$ cat config.mk
export PLATFORM = sky130hd
export DESIGN_NAME = axis_packet_gen_flat
export DESIGN_NICKNAME = d
export VERILOG_FILES = /design/src/rtl/axis_pkg.sv /design/src/rtl/axis_packet_gen_if.sv /design/src/rtl/axis_packet_gen.sv /design/src/flat_wrapper.sv
export SDC_FILE = /design/constraint.sdc
export NUM_CORES = 1
export LEC_CHECK = 0
export CAP_MARGIN = 10
export CORE_MARGIN = 2
export CORE_UTILIZATION = 48
export DETAILED_ROUTE_END_ITERATION = 12
export GPL_TIMING_DRIVEN = 0
export PLACE_DENSITY = 0.85
export SLEW_MARGIN = 10
export SYNTH_ARGS = -nofsm -noshare
export SYNTH_HDL_FRONTEND = slang
export SYNTH_SLANG_ARGS = --single-unit
$ cat constraint.sdc
create_clock -name clk -period 2.4 [get_ports clk]
set_clock_uncertainty 0.05 [all_clocks]
set_input_delay 0.72 -clock clk [delete_from_list [all_inputs] [get_ports clk]]
set_output_delay 0.72 -clock clk [all_outputs]
set_load 0.03 [all_outputs]
$ cat src/rtl/axis_pkg.sv
// Shared stream package: FSM state encoding and default widths reused by
// stream blocks (packet generator and future sinks/loopbacks).
package axis_pkg;

  // Stream FSM state encoding shared across stream blocks.
  typedef enum logic [1:0] {
    S_IDLE = 2'd0,
    S_SEND = 2'd1,
    S_GAP  = 2'd2
  } axis_state_e;

  // Default configuration widths.
  localparam int C_DEF_WIDTH     = 8;
  localparam int C_DEF_LEN_WIDTH = 8;
  localparam int C_DEF_GAP       = 4;

endpackage

$ cat src/rtl/axis_packet_gen_if.sv
// AXI-Stream bus bundle (tdata/tvalid/tready/tlast) with master and slave views.
interface axis_packet_gen_if
  import axis_pkg::*;
#(
  parameter int c_WIDTH = C_DEF_WIDTH
) ();

  logic [c_WIDTH-1:0] tdata;
  logic               tvalid;
  logic               tready;
  logic               tlast;

  modport master (output tdata, output tvalid, output tlast, input tready);
  modport slave  (input tdata, input tvalid, input tlast, output tready);

endinterface

$ cat src/rtl/axis_packet_gen.sv
// AXI-Stream packet generator: on start, emits len beats of an incrementing
// pattern from seed, tlast on the final beat, then pulses done.
// Optional build macro AXIS_PKT_GEN_GAP_EN inserts c_GAP idle cycles (busy
// held high) between the last beat and the done pulse.
module axis_packet_gen
  import axis_pkg::*;
#(
  parameter int c_WIDTH     = C_DEF_WIDTH,
  parameter int c_LEN_WIDTH = C_DEF_LEN_WIDTH,
  parameter int c_GAP       = C_DEF_GAP
) (
  input  logic                   clk,
  input  logic                   rst,
  input  logic                   start,
  input  logic [c_LEN_WIDTH-1:0] len,
  input  logic [c_WIDTH-1:0]     seed,
  output logic                   busy,
  output logic                   done,
  axis_packet_gen_if.master      m_axis
);

  axis_state_e            state_reg, state_next;
  logic [c_WIDTH-1:0]     tdata_reg, tdata_next;
  logic                   tvalid_reg, tvalid_next;
  logic                   tlast_reg, tlast_next;
  logic                   busy_reg, busy_next;
  logic                   done_reg, done_next;
  logic [c_LEN_WIDTH-1:0] remaining_reg, remaining_next;

`ifdef AXIS_PKT_GEN_GAP_EN
  localparam int GAP_W = (c_GAP > 1) ? $clog2(c_GAP) : 1;
  logic [GAP_W-1:0] gap_cnt_reg, gap_cnt_next;
`else
  // Gap length has no effect in this build; sink it so it does not dangle.
  logic unused_gap_cfg;
  assign unused_gap_cfg = (c_GAP != 0);
`endif

  // Next-state and registered-output logic for the packet FSM.
  always_comb begin
    state_next     = state_reg;
    tdata_next     = tdata_reg;
    tvalid_next    = tvalid_reg;
    tlast_next     = tlast_reg;
    busy_next      = busy_reg;
    done_next      = 1'b0;
    remaining_next = remaining_reg;
`ifdef AXIS_PKT_GEN_GAP_EN
    gap_cnt_next   = gap_cnt_reg;
`endif
    case (state_reg)
      S_IDLE: begin
        // Zero-length requests are dropped silently.
        if (start && (len != '0)) begin
          state_next     = S_SEND;
          remaining_next = len;
          tdata_next     = seed;
          tvalid_next    = 1'b1;
          tlast_next     = (len == c_LEN_WIDTH'(1));
          busy_next      = 1'b1;
        end
      end
      S_SEND: begin
        // Outputs only move on a handshake, so stalls hold tdata/tlast.
        if (tvalid_reg && m_axis.tready) begin
          if (tlast_reg) begin
            tvalid_next    = 1'b0;
            tlast_next     = 1'b0;
            remaining_next = '0;
`ifdef AXIS_PKT_GEN_GAP_EN
            state_next     = S_GAP;
            gap_cnt_next   = GAP_W'(c_GAP - 1);
`else
            state_next     = S_IDLE;
            busy_next      = 1'b0;
            done_next      = 1'b1;
`endif
          end else begin
            tdata_next     = tdata_reg + 1'b1;
            remaining_next = remaining_reg - c_LEN_WIDTH'(1);
            // Two left now means the beat being loaded is the final one.
            tlast_next     = (remaining_reg == c_LEN_WIDTH'(2));
          end
        end
      end
`ifdef AXIS_PKT_GEN_GAP_EN
      S_GAP: begin
        // Counter loads c_GAP-1 so GAP lasts exactly c_GAP cycles.
        if (gap_cnt_reg == '0) begin
          state_next = S_IDLE;
          busy_next  = 1'b0;
          done_next  = 1'b1;
        end else begin
          gap_cnt_next = gap_cnt_reg - 1'b1;
        end
      end
`endif
      default: begin
        state_next  = S_IDLE;
        tvalid_next = 1'b0;
        tlast_next  = 1'b0;
        busy_next   = 1'b0;
      end
    endcase
  end

  // State and output registers with synchronous reset.
  always_ff @(posedge clk) begin
    if (rst) begin
      state_reg     <= S_IDLE;
      tdata_reg     <= '0;
      tvalid_reg    <= 1'b0;
      tlast_reg     <= 1'b0;
      busy_reg      <= 1'b0;
      done_reg      <= 1'b0;
      remaining_reg <= '0;
`ifdef AXIS_PKT_GEN_GAP_EN
      gap_cnt_reg   <= '0;
`endif
    end else begin
      state_reg     <= state_next;
      tdata_reg     <= tdata_next;
      tvalid_reg    <= tvalid_next;
      tlast_reg     <= tlast_next;
      busy_reg      <= busy_next;
      done_reg      <= done_next;
      remaining_reg <= remaining_next;
`ifdef AXIS_PKT_GEN_GAP_EN
      gap_cnt_reg   <= gap_cnt_next;
`endif
    end
  end

  assign m_axis.tdata  = tdata_reg;
  assign m_axis.tvalid = tvalid_reg;
  assign m_axis.tlast  = tlast_reg;
  assign busy          = busy_reg;
  assign done          = done_reg;

endmodule

$ cat src/flat_wrapper.sv
// flat-port wrapper written by rule: the top's interface ports become plain ports
module axis_packet_gen_flat import axis_pkg::*;
#(
  parameter int c_WIDTH     = C_DEF_WIDTH,
  parameter int c_LEN_WIDTH = C_DEF_LEN_WIDTH,
  parameter int c_GAP       = C_DEF_GAP
)
  (clk, rst, start, len, seed, busy, done, m_axis_tdata, m_axis_tvalid, m_axis_tlast, m_axis_tready);
  axis_packet_gen_if #(.c_WIDTH(c_WIDTH)) m_axis_i ();
  input  logic clk;
  input  logic rst;
  input  logic start;
  input  logic [c_LEN_WIDTH-1:0] len;
  input  logic [c_WIDTH-1:0] seed;
  output logic busy;
  output logic done;
  output wire logic [$bits(m_axis_i.tdata)-1:0] m_axis_tdata;
  output wire logic [$bits(m_axis_i.tvalid)-1:0] m_axis_tvalid;
  output wire logic [$bits(m_axis_i.tlast)-1:0] m_axis_tlast;
  input wire logic [$bits(m_axis_i.tready)-1:0] m_axis_tready;
  assign m_axis_tdata = m_axis_i.tdata;
  assign m_axis_tvalid = m_axis_i.tvalid;
  assign m_axis_tlast = m_axis_i.tlast;
  assign m_axis_i.tready = m_axis_tready;
  axis_packet_gen #(.c_WIDTH(c_WIDTH), .c_LEN_WIDTH(c_LEN_WIDTH), .c_GAP(c_GAP)) u_core (.clk(clk), .rst(rst), .start(start), .len(len), .seed(seed), .busy(busy), .done(done), .m_axis(m_axis_i));
endmodule
==> results.md, run 1 <==
Status:
- The flow ran to the end, and the final reports show no timing, DRC or antenna violations.

Global routing:
- The global-route usage over all layers is 0.2493.
- The first global-routing pass estimated 5.451 mm of wire.
- The number of global-route vias before repair is 1242.
- The total overflow reported by the global router is 0.
- The pin count of the biggest net entering global routing is 12.
- The number of antenna violations at the first check in global routing is 0.

Finish:
- The final non-filler cell total is 212.
- At the end of the flow, the number of nets in the layout was 206.
- The filler cells instantiated in the layout total 226.
- The number of antenna diodes in the final layout is 0.
- Of the cells placed in the final design, the portion with a size suffix greater than 1 is 0.1154.
- Compared with the post-synthesis result, the final layout area differs by 30.74%.

Critical path:
- STA classifies the critical path endpoint as a flip-flop.
- The worst setup path is launched from a primary input.
- The largest individual stage delay along the critical path comes from the cell or4_1.
- Along the worst path, the maximum fanout reaches 10.
- The critical path is of the in2reg type.
- The worst stage delay on the critical path is between 0.5 and 0.6 ns.
- The slack of the worst reg-to-reg path is 0.69 ns.
- The arrival time of data at the critical path endpoint is 2.44 ns.
- The critical path goes through clkdlybuf4s50_1 > or4_1 > o21a_1 > buf_6 > nor3_1 > a211oi_2.
- For the worst setup path, the data required time is 2.53 ns.

Placed design:
- Counting tap cells, the placed design contains a total of 208 instances.
- The weighted congestion reported at the end of routability-driven placement is approximately 0.91.
- The HPWL reported at the end of detailed placement is between 2 and 2.5 mm.
- The count of buffers added on input and output ports is 31.

Power:
- Summed over all cells, the static leakage comes to 0.5511 nW.
- Of the total power, combinational logic draws 0.364.
- Of the total power, the clock network draws 0.199.
- The sequential fraction of design power is 0.437.
- The internal power of the cells totals around 0.00055 W.
- Summed over all nets, the switching power comes to 0.0003203 W.
- The power per standard cell area is 545.2 nW/um2.
- VDD sags by at most 0.4328 mV.
- After layout, the design draws a total of around 0.00087 W.
- The net switching share of the total power is 0.3680.

Routing:
- The pre-antenna-repair detailed-routing pass consisted of 5 iterations.
- The via density per instance is 6.123.
- Summed over all layers, the routed wires come to approximately 3.3 mm.
- The number of violations reported at the end of detailed-routing iteration 0 is 51.
- The detail route stage leaves a number of antenna-violating nets equal to 0.
- Across all layers, the routed design uses 1298 vias.
- For this run, design rule violations remaining after detail routing come to 0.
- The detailed-route wire length per cell is 15.44 um.

Timing:
- Hold is met by approximately 0.43 ns.
- The worst pin sits at a relative slew slack of 0.6274.
- The number of endpoints with negative hold slack in the final report is 0.
- At the pin with the least slew margin, the transition time is between 0.5 and 0.6 ns.
- The timing-limited maximum frequency is approximately 430 MHz.
- The share of the clock period used by the worst path is 0.9625.
- Setup repair after global routing left no endpoint under its margin.
- The max-slew violation total from the final report is 0.
- The post-route minimum period is 2.310 ns.
- Setup violations remaining at the end of the flow were counted as 0.

Logic synthesis:
- For this run, the number of Yosys warnings is 0.
- Among all cell types in the netlist, the one instantiated most often is dfxtp_1.
- Ranked by instance count, the synthesized netlist is headed by 19 x dfxtp_1, 13 x nand2_1, 10 x a21oi_1.
- Sorting the synthesized cells by area gives the leading types as dfxtp_1 31%, a211oi_2 4.1%, a21oi_1 4.1%.
- In the synthesized netlist the async set-or-reset flop fraction comes to 0.
- The synthesized netlist occupies a cell area of 1221 um2.
- The flip-flop and latch count after synthesis is 19.
- Synthesis produced a netlist whose cell count is 147.
- The synthesized netlist net count is 170.
- After synthesis, the mean cell area works out to 8.307 um2.
- The most used flip-flop cell after synthesis is dfxtp_1.
- The share of the Yosys chip area taken by registers is 0.3115.
- The number of flops mapped to enable cells by yosys is 0.
- The library cell occupying the most area in the post-synthesis netlist is dfxtp_1.
- In this run, distinct cell masters in the synthesized netlist total 48.
- The share of synthesized area in the top cell type comes to 0.3115.

Die:
- The die covers 2964 um2.
- The effective utilization at floorplan is 0.4975.
- The initialized floorplan defines 18 standard-cell rows.
- The area of the core is 2455 um2.
- The number of ports placed on the die boundary is 32.
- The overall die width is between 50 and 60 um.
- The chip height is 54.44 um.

Clock tree:
- CTS built an H-tree with a depth of 1.
- The number of setup buffers added after CTS is 0.
- The CTS clock-pin slew for the worst setup and hold paths is 0.12 ns.
- The clock sink count is 19.
- The clock insertion delay at the later pin of the skew report is approximately 0.3 ns.
- Buffers inserted during clock tree synthesis total 3.
- TritonCTS built the clock tree.
- Buffers inserted to repair hold after CTS numbered 0.
- The clock root buffer master is clkbuf_4.
- Counting along the longest clock path gives a buffer depth of 2.
- The number of gates resized after CTS is 0.

Flow run:
- Max-cap violations in this run came to 0.

Hold path:
- The min-delay analysis places its worst path in the category reg2reg.
[critical path: cells and delay by family]
| family | cells | cell delay [ns] |
|---|---|---|
| simple gates | 2 | 0.77 |
| buf+inv | 2 | 0.62 |
| compound gates | 2 | 0.33 |
[per-layer routing]
layer	part of all wire	global-route usage
met2	0.49	0.4518
met4	0	0.05833
met3	0.079	0.04098
met5	0	0
met1	0.43	0.3049
[kinds of logic (layout without fill, tap and decap cells)]
| group | count (synthesis) | in the layout | synth area share |
|---|---|---|---|
| AO/OA/AOI/OAI | 47 | 47 | 0.3012 |
| multiplexers | 2 | 2 | 0.01639 |
| AND/OR/NAND/NOR | 60 | 60 | 0.2736 |
| adder cells (fa/ha/maj) | 3 | 3 | 0.03074 |
| buffers and inverters | 16 | 51 | 0.06659 |
| flip-flops | 19 | 19 | 0.3115 |
[cells in the final DEF (no fill, tap or decap), types with 4 or more instances in the layout]
master,synthesis,final
nor3_1,9,9
nand3_1,6,6
dfxtp_1,19,19
a21oi_1,10,10
nand2_1,13,13
o22ai_1,5,5
inv_1,6,6
a32oi_1,4,4
nor2_1,9,9
a31oi_1,4,4
a211oi_2,4,4
clkdlybuf4s50_1,0,31
[stage by stage]
stage	instance area [um2]	setup TNS (ns)	setup slack [ns]	util
after floorplan	1221	0	0.3262	-
after global placement	1569	-2.936	-0.2217	0.6391
after detailed placement	1569	-3.169	-0.2259	0.6391
after CTS	1597	0	0.1027	0.6504
after global routing	1597	0	0.009031	0.6504
final	1597	0	0.08998	0.6504
[final timing paths]
path                                              start                      end  cells after the start
worst max-delay path                             len[1]  u_core.remaining_reg[1]                      6
worst min-delay path            u_core.remaining_reg[5]  u_core.remaining_reg[5]                      2
worst max register to register      u_core.state_reg[0]   u_core.m_axis.tdata[4]                      6
worst min register to register  u_core.remaining_reg[5]  u_core.remaining_reg[5]                      2
[power groups by stage]
stage                     sequential [W]  clock (W)  combinational, W
after floorplan                 0.000411          0          0.000178
after global placement          0.000385          0          0.000309
after CTS                       0.000379   0.000176          0.000316
after global routing            0.000385   0.000187          0.000347
final                           0.000380   0.000173          0.000317
after detailed placement        0.000386          0          0.000314
[area by class of cell]
cell class | instances | area [um2] | share of cell area
plain buffers | 9 | 55.05 | 0.03448
clock buffers | 3 | 22.52 | 0.01411
clock inverters | 1 | 5.005 | 0.003135
inverters | 7 | 26.28 | 0.01646
multi-input cells | 112 | 759.5 | 0.4757
flip-flops and latches | 19 | 380.4 | 0.2382
well taps | 30 | 37.54 | 0.02351
repair buffers | 31 | 310.3 | 0.1944
Note: power is estimated with default switching activity, not from simulation.
==> run 2: changes to the inputs <==
--- a/config.mk
+++ b/config.mk
@@ -7,10 +7,11 @@
 export LEC_CHECK = 0
 export CAP_MARGIN = 10
 export CORE_MARGIN = 2
-export CORE_UTILIZATION = 48
+export CORE_UTILIZATION = 52
+export CTS_CLUSTER_DIAMETER = 200
 export DETAILED_ROUTE_END_ITERATION = 12
 export GPL_TIMING_DRIVEN = 0
-export PLACE_DENSITY = 0.85
+export PLACE_DENSITY = 0.91
 export SLEW_MARGIN = 10
 export SYNTH_ARGS = -nofsm -noshare
 export SYNTH_HDL_FRONTEND = slang
==> constraint.sdc (replaced) <==
create_clock -name clk -period 2.8 [get_ports clk]
set_clock_uncertainty 0.05 [all_clocks]
set_input_delay 0.84 -clock clk [delete_from_list [all_inputs] [get_ports clk]]
set_output_delay 0.84 -clock clk [all_outputs]
set_load 0.03 [all_outputs]
==> run 2 against run 1 <==
Register-to-register slack improved by 0.36 ns. Sequential share of layout area increased by 0.056 points. Critical path depth stayed put. Total power down 14%. Design area decreased by 0.23%.
==> results.md, run 2 (same netlist as run 1, synthesis figures left out) <==
Critical path:
- The kind of cell with the highest combined delay along the critical path is simple AND/OR/NAND/NOR gates.
- The critical path goes through clkdlybuf4s50_1 > or4_1 > o21a_1 > buf_6 > nor3_1 > a211oi_2.
- The arrival time of data at the critical path endpoint is 2.64 ns (+0.20 ns).
- The critical path class is in2reg.
- The worst stage delay on the critical path came to 0.56 ns (about the same).
- The master of the slowest instance on the critical path is or4_1.
- The endpoint required time on the critical path is 2.92 ns (+0.39 ns).
- The worst setup path is launched from a primary input.
- The total buffers and inverters traversed by the critical path is 2 (unchanged).
- The worst setup path is captured at a flip-flop.
- The largest driver fanout on the critical path is 10 (unchanged).

Finish:
- The library cells used most frequently in the layout, excluding fill and tap cells, are 31 x clkdlybuf4s50_1, 19 x dfxtp_1, 13 x nand2_1.
- The most frequent standard cell in the layout excluding fill and tap cells is clkdlybuf4s50_1.
- From synthesis to final layout, the design area changed by 30.43%.
- The antenna cell count came to 0 (unchanged).
- The layout cell share with drive strength beyond 1 is 0.1099 (-0.005495).
- The net count reported at finish is 206 (unchanged).

Clock tree:
- The CTS clock-pin slew for the worst setup and hold paths is 0.11 ns (about the same).
- TritonCTS built the clock tree.
- The number of buffers between clock root and the deepest sink is 2 (unchanged).
- The clock sink count is 19 (unchanged).
- The number of gates resized after CTS is 0 (unchanged).
- The number of hold buffers added after CTS came to 0 (unchanged).
- The depth of the CTS H-tree is 1 (unchanged).
- The cell sitting at the root of the clock tree is a clkbuf_4.
- The number of buffers inserted to repair setup after CTS came to 0 (unchanged).
- The clock insertion delay at the later pin of the skew report came to 0.30 ns (about the same).
- The CTS buffer count is 3 (unchanged).

Timing:
- The share of the clock period used by the worst path is 0.8986.
- The max-slew violation total from the final report is 0 (unchanged).
- Setup repair after global routing left no endpoint under its margin.
- The worst path setup slack after routing is 0.2839 ns (+0.1939 ns).
- The number of failing setup endpoints in the final timing report is 0 (unchanged).
- The relative max-transition margin is 0.5914 (-0.03606).
- The number of endpoints with negative hold slack in the final report is 0 (unchanged).
- The actual slew at the worst max-slew pin is 0.6130 ns (+0.05409 ns).
- The final-layout setup total negative slack is 0 ns (unchanged).
- The post-route minimum period is 2.516 ns.
- The timing-limited maximum frequency is approximately 400 MHz.

Routing:
- The number of antenna-violating nets in the routed design was 0 (unchanged).
- The number of violations reported at the end of detailed-routing iteration 0 came to 48 (-5.9%).
- The number of iterations in the first detailed-routing pass is 5 (unchanged).
- The number of remaining DRC errors is 0 (unchanged).
- The overall via count from detail_route is 1392 (+7.2%).
- The detailed-route wire length per cell was 17.43 um (+13%).
- The via density per instance was 6.629 (+8.3%).
- The detailed-route wire length is 3.660 mm (+12%).

Die:
- The number of ports placed on the die boundary is 32 (unchanged).
- The chip height was 52.46 um (-3.6%).
- The number of rows created at floorplan was 17 (-1).
- The effective utilization at floorplan is 0.5520 (+0.05458).
- The overall die width is 52.46 um (-3.6%).
- The area of the core is 2212 um2 (-9.9%).
- The area of the die was 2752 um2 (-7.1%).

Hold path:
- In this run the worst hold path is classified as reg2reg.

Global routing:
- The total overflow reported by the global router was 0 (unchanged).
- The wire length of the first global-routing pass came to 5.975 mm (+9.6%).
- The global routing usage on met2 is 0.5458 (+0.09403).
- The pin count of the biggest net entering global routing is 11 (-1).
- The highest-utilization routing layer at the global route stage is met2.
- The global-route usage over all layers was 0.2974 (+0.04814).
- The number of antenna violations at the first check in global routing came to 0 (unchanged).
- The met1 global-route usage came to 0.3133 (+0.008417).
- The met3 usage in global routing is 0.04857 (+0.007588).
- The number of global-route vias before repair is 1382 (+11%).

Power:
- The cell-internal power is 0.0004740 W (-14%).
- The power per standard cell area is 469.5 nW/um2 (-14%).
- The proportion of power drawn by the clock network is 0.192 (-0.007).
- The leakage power total is 0.5483 nW (-0.50%).
- The switching power summed over all nets came to 0.0002738 W (-14%).
- The net switching share of the total power is 0.3662 (-0.001778).
- The power share of the combinational group came to 0.372 (+0.008).
- The sequential fraction of design power is 0.436 (about the same).
- The final total power is 0.0007478 W (-14%).
- The peak supply drop was 0.2772 mV (-36%).

Placed design:
- The weighted congestion reported at the end of routability-driven placement is 0.9132 (unchanged).
- The post-placement worst setup slack is 0.01389 ns (+0.2398 ns).
- The HPWL reported at the end of detailed placement is 2.674 mm (+8.6%).
- The number of buffer cells added on primary ports is 31 (unchanged).

Flow run:
- The number of max-capacitance violations reported is 0 (unchanged).

Status:
- The run finished with clean final reports.
run 2: cell types whose count changed in the layout (fill, tap and decap cells not counted):
| cell | delta |
|---|---|
| clkinv_2 | -1 |
| clkbuf_1 | +1 |
run 2: routing by layer:
layer,part of all wire,up-vias
met4,0.032,0
li1,-,637
met5,0,-
met1,0.39,656
met3,0.071,13
met2,0.51,86
run 2: final cells by class:
class | instances | area [um2]
clock buffer | 4 | 26.28
inverter | 7 | 26.28
buffer | 9 | 55.05
sequential | 19 | 380.4
tap | 28 | 35.03
timing repair buffer | 31 | 310.3
multi-input combinational | 112 | 759.5
fill | 196 | 619.3
run 2: final timing paths:
kind / endpoint / cells past startpoint / slack, ns / startpoint
hold reg to reg: u_core.remaining_reg[5] / 2 / 0.44 / u_core.remaining_reg[5]
hold / removal: u_core.remaining_reg[5] / 2 / 0.44 / u_core.remaining_reg[5]
setup / recovery: u_core.remaining_reg[1] / 6 / 0.28 / len[1]
setup reg to reg: u_core.m_axis.tdata[4] / 6 / 1.05 / u_core.state_reg[0]
run 2: power by group through the flow:
stage	logic (W)	registers, W	clock network [W]
floorplan	0.000152	0.000352	0
global placement	0.000266	0.000330	0
detailed placement	0.000274	0.000331	0
CTS	0.000275	0.000325	0.000147
global route	0.000300	0.000331	0.000156
finish	0.000278	0.000326	0.000143
run 2: metrics by stage:
stage,std cells,hold WS [ns],utilization,area [um2]
after global routing,210,0.4729,0.7200,1593
after floorplan,147,0.4001,-,1221
after global placement,206,0.4081,0.7081,1567
after CTS,210,0.4380,0.7200,1593
final,210,0.4357,0.7200,1593
after detailed placement,206,0.4184,0.7081,1567
run 2: worst min-delay path, stage by stage (launching register included):
cell     delay (ns)
dfxtp_1        0.33
nand2_1        0.06
o32ai_1        0.05
==> run 3: changes to the inputs <==
--- a/config.mk
+++ b/config.mk
@@ -5,6 +5,7 @@
 export SDC_FILE = /design/constraint.sdc
 export NUM_CORES = 1
 export LEC_CHECK = 0
+export ABC_CLOCK_PERIOD_IN_PS = 2800
 export CAP_MARGIN = 10
 export CORE_MARGIN = 2
 export CORE_UTILIZATION = 52
==> results of run 3 <==
Final layout, timing and power as in run 2 (identical DEF).
